## config.mk

```make
export PLATFORM = sky130hd
export DESIGN_NAME = storeq_ctl
export DESIGN_NICKNAME = d
export VERILOG_FILES = /design/src/rtl/storeq_ctl.sv
export SDC_FILE = /design/constraint.sdc
export NUM_CORES = 1
export LEC_CHECK = 0
export BUFFER_PORTS_ARGS = -buffer_cell sky130_fd_sc_hd__buf_2
export CAP_MARGIN = 20
export CORE_ASPECT_RATIO = 1.1
export CORE_UTILIZATION = 45
export DETAILED_ROUTE_END_ITERATION = 10
export GPL_TIMING_DRIVEN = 0
export PLACE_DENSITY = 0.78
export SETUP_SLACK_MARGIN = 0.4
export SLEW_MARGIN = 20
export SYNTH_ARGS = -nofsm -noshare
export SYNTH_HDL_FRONTEND = slang
export SYNTH_SLANG_ARGS = --single-unit
```

## constraint.sdc

```tcl
create_clock -name clk -period 3.5 [get_ports clk]
set_clock_uncertainty 0.15 [all_clocks]
set_input_delay 0.525 -clock clk [delete_from_list [all_inputs] [get_ports clk]]
set_output_delay 0.525 -clock clk [all_outputs]
set_load 0.02 [all_outputs]
```

## src/rtl/storeq_ctl.sv

```systemverilog
// Store queue controller: circular head/tail pointers with wrap bits, in-order alloc/dealloc,
// and oldest-first selection of per-entry mem pipe requests with the grant routed back.
module storeq_ctl #(
  parameter int NUM_ENTRIES = 8,
  parameter int ID_W        = $clog2(NUM_ENTRIES)
) (
  input  logic                   clk,
  input  logic                   reset,
  input  logic                   alloc_req_mm0,
  output logic                   alloc_gnt_mm0,
  output logic [ID_W-1:0]        alloc_id_mm0,
  output logic [NUM_ENTRIES-1:0] e_alloc_mm0,
  input  logic [NUM_ENTRIES-1:0] e_valid,
  input  logic [NUM_ENTRIES-1:0] e_pipe_req_mm0,
  output logic [NUM_ENTRIES-1:0] e_pipe_gnt_mm0,
  output logic                   q_pipe_req_mm0,
  output logic [ID_W-1:0]        q_pipe_sel_mm0,
  input  logic                   q_pipe_gnt_mm0,
  output logic                   full,
  output logic                   empty,
  output logic [ID_W:0]          count
);

  logic [ID_W:0]          head_q, head_d, tail_q, tail_d;
  logic [NUM_ENTRIES-1:0] e_valid_q;
  logic [ID_W-1:0]        head_idx, tail_idx, scan_idx;
  logic [NUM_ENTRIES-1:0] req_m;
  logic                   dealloc, found;

  assign head_idx = head_q[ID_W-1:0];
  assign tail_idx = tail_q[ID_W-1:0];

  assign empty = (head_q == tail_q);
  assign full  = (head_q[ID_W] != tail_q[ID_W]) && (head_idx == tail_idx);
  assign count = tail_q - head_q;

  assign alloc_gnt_mm0 = alloc_req_mm0 & ~full & ~reset;
  assign alloc_id_mm0  = tail_idx;

  // The head entry is freed on the falling edge of its valid, seen against last cycle's value.
  assign dealloc = ~reset & ~empty & e_valid_q[head_idx] & ~e_valid[head_idx];

  assign head_d = head_q + (ID_W+1)'(dealloc);
  assign tail_d = tail_q + (ID_W+1)'(alloc_gnt_mm0);

  always_comb begin
    e_alloc_mm0 = '0;
    if (alloc_gnt_mm0) e_alloc_mm0[tail_idx] = 1'b1;
  end

  // Scan from head so the first hit is the oldest requesting entry; invalid entries are masked.
  always_comb begin
    req_m          = e_pipe_req_mm0 & e_valid & {NUM_ENTRIES{~reset}};
    found          = 1'b0;
    q_pipe_sel_mm0 = '0;
    scan_idx       = '0;
    for (int i = 0; i < NUM_ENTRIES; i++) begin
      scan_idx = head_idx + ID_W'(i);
      if (!found && req_m[scan_idx]) begin
        found          = 1'b1;
        q_pipe_sel_mm0 = scan_idx;
      end
    end
    q_pipe_req_mm0 = found;
    e_pipe_gnt_mm0 = '0;
    if (q_pipe_gnt_mm0 && found) e_pipe_gnt_mm0[q_pipe_sel_mm0] = 1'b1;
  end

  always_ff @(posedge clk or posedge reset) begin
    if (reset) begin
      head_q    <= '0;
      tail_q    <= '0;
      e_valid_q <= '0;
    end else begin
      head_q    <= head_d;
      tail_q    <= tail_d;
      e_valid_q <= e_valid;
    end
  end

`ifndef SYNTHESIS
  always @(posedge clk) begin
    if (!reset) begin
      assert (!(q_pipe_gnt_mm0 && !q_pipe_req_mm0))
        else $error("storeq_ctl: pipe grant without request");
      assert (!(alloc_gnt_mm0 && e_valid[tail_idx]))
        else $error("storeq_ctl: alloc into valid entry %0d", tail_idx);
      for (int i = 0; i < NUM_ENTRIES; i++) begin
        assert (!(ID_W'(i) != head_idx && e_valid_q[i] && !e_valid[i]))
          else $error("storeq_ctl: non-head entry %0d went idle", i);
      end
    end
  end
`endif

endmodule
```

==> out/metrics.csv <==
metric,value,unit
Clock Latency Late Sink,0.26,ns
Syn Inst Count,225,
Starting Density,48.5,%
busiest grt layer,met2,
synth unique cells,64,
standard-cell rows,24,
min Tclk post-route,3.72,ns
DRT Wirelength,6810,um
status,"complete, but fails checks",
ranking of synthesized cells by area,"dfrtp_1, mux4_2, ha_1",
RSZ-0062 raised after global routing,yes,
maximum clock path buffer count,2,
H-tree Lvls,1,
"antenna viol nets, final",0,
critical-path maximum fanout,8,
Finished Layout Cells,366,
# setup viols final,9,
first-pass GRT wire length,9790,um
diode count,0,
core box area,4080,um2
Critical Path RT,2.82,ns
drt first pass iters,5,
GR Util met3,3.34,%
dpl hpwl,4140,um
"Hold Violations, Final",0,
Synthesized Nets,256,
clk sinks,16,
"commonest non-fill, non-tap cells in the layout","buf_2, buf_4, nor2_1, nand2_1, dfrtp_1",
Post-synth EDFFs,0,
Iteration-0 DRC Markers,150,
Die X,65.2,um
clk slew on worst S/H paths,0.06,ns
Yosys top cell area share,20.2,%
pre-CTS setup slack,-0.198,ns
max-slew violation count,0,
ys flop type,dfrtp_1,
detail-routed via count per cell,6.35,
syn_area_per_cell,8.80,um2
Worst Setup Path Type,flip-flop to primary output,
layout cell share with drive strength beyond 1,57.0,%
Die Y,71.6,um
fmax,269,MHz
via count,2325,
Total GRT Usage,27.1,%
placed instance count,325,
relative slew slack,61.9,%
Worst EP arrival,3.04,ns
met2 Use GR,45.7,%
failing checks,setup timing,
Routability Congestion,0.909,
synthesized cell area,1980,um2
CP startpoint kind,flip-flop,
Area Overhead vs Synth,62.1,%
"commonest non-fill, non-tap cell in the layout",buf_2,
Async SR Flop Fraction,100,%
Routed wire per std cell,18.6,um
largest net degree at the start of global routing,12,
Hold Slack,0.165,ns
crit path from,head_q[0],
Crit. End Element,primary output,
met1 Use GR,33.6,%
port buffer count,48,
antenna violations before repair,0,
Root Buffer,clkbuf_8,
Yosys reg bits,16,
fin util,78.6,%
CTS buffer count,3,
Yosys warnings,0,
Hold/Removal Path Class,input port to asynchronous set/reset pin,
register area share after synthesis,20.2,%
Top Ports,50,
part of the cycle the worst path needs,106,%
Worst Slack Setup Final,-0.218,ns
Final nets,346,
DRC,0,
Worst R2R Start,head_q[1],
CTS tree,built,
"Hold-fix buffers, CTS",0,
Max Cap Violations,0,
vias in the first global route,2109,
Synth area leader,dfrtp_1,
GR Overflow Total,0,
Worst-Margin Slew,0.572,ns
die area,4670,um2
==> repair_timing <==
action                                 in CTS  in global routing
setup endpoints to repair                  12                 20
setup buffers                              20                 16
pin swaps                                  16                 22
endpoints found under the hold margin       0                  0
resized for setup                          46                 36
gates cloned                                1                  0
==> final timing paths <==
| kind | cells after the start | slack [ns] | end |
|---|---|---|---|
| max | 12 | -0.22 | e_pipe_gnt_mm0[4] |
| min | 2 | 0.16 | head_q[3] |
| max reg2reg | 9 | 0.92 | head_q[2] |
| min reg2reg | 1 | 0.34 | head_q[3] |
| max in group asynchronous | 2 | 2.69 | head_q[0] |
| min in group clk | 1 | 0.27 | e_valid_q[3] |
==> logic make-up (layout without fill, tap and decap cells) <==
| group | count (synthesis) | after routing | synth area share [%] |
|---|---|---|---|
| AO/OA/AOI/OAI | 55 | 55 | 21.4 |
| AND/OR/NAND/NOR | 94 | 94 | 25.3 |
| adder cells (fa/ha/maj) | 11 | 11 | 7.33 |
| buffers and inverters | 24 | 113 | 6.26 |
| flip-flops | 16 | 16 | 20.2 |
| multiplexers | 15 | 15 | 14.7 |
| XOR/XNOR | 10 | 10 | 4.80 |
==> routing by layer <==
metal / part of all wire [%] / wire [um]
met4: 2.6 / 176
met1: 39 / 2660
met2: 51 / 3490
met5: 0 / 0
met3: 7.2 / 487
==> state kept, by name (all words and copies together), names as in the netlist <==
| signal | cells |
|---|---|
| head_q | 4 |
| tail_q | 4 |
| e_valid_q | 8 |
==> cell type report <==
cell class | count | area, um2
Fill cell | 246 | 876
Buffer | 11 | 103
Sequential cell | 16 | 403
Clock buffer | 4 | 55.1
Timing Repair inverter | 1 | 5.00
Tap cell | 52 | 65.1
Multi-Input combinational cell | 185 | 1890
Inverter | 13 | 67.6
Timing Repair Buffer | 84 | 616
==> metrics by stage <==
stage	cell area, um2	setup TNS (ns)
6_report	3210	-1.71
5_1_grt	3210	-2.96
4_1_cts	2890	-0.964
3_5_place_dp	2460	-1.32
3_3_place_gp	2460	-1.08
2_1_floorplan	2150	0
==> critical path, stage by stage (launching register included) <==
cell,delay (ns)
dfrtp_2,0.42
buf_8,0.15
inv_8,0.09
ha_4,0.19
xor2_1,0.33
nor3_1,0.11
a211oi_1,0.43
o21ai_0,0.22
o2bb2ai_1,0.21
nor3_4,0.19
o21ai_2,0.15
nor2_2,0.14
buf_4,0.15
==> Yosys cell counts, types with 2 or more instances <==
library cell	n
mux2_2	3
buf_6	2
dfrtp_1	16
nor3_1	9
a32oi_1	2
nand2_1	21
buf_4	4
nor3b_1	3
nor2b_1	4
o21ai_0	4
o21ai_1	4
nand4_1	2
nor2_1	29
o311a_1	2
xor2_1	5
o21bai_1	2
nor4_1	2
a221oi_1	2
o31ai_1	3
ha_1	10
a211oi_1	3
mux4_2	11
nand4b_1	3
nand3_1	4
nand2b_1	3
inv_1	12
xnor2_1	4
clkbuf_1	4
o22ai_1	3
a22oi_1	2
o21a_1	3
a21oi_1	11
or2_1	2
Power is not shown: default switching activity piles up to over one toggle a cycle in this logic, so the estimate is an artifact.
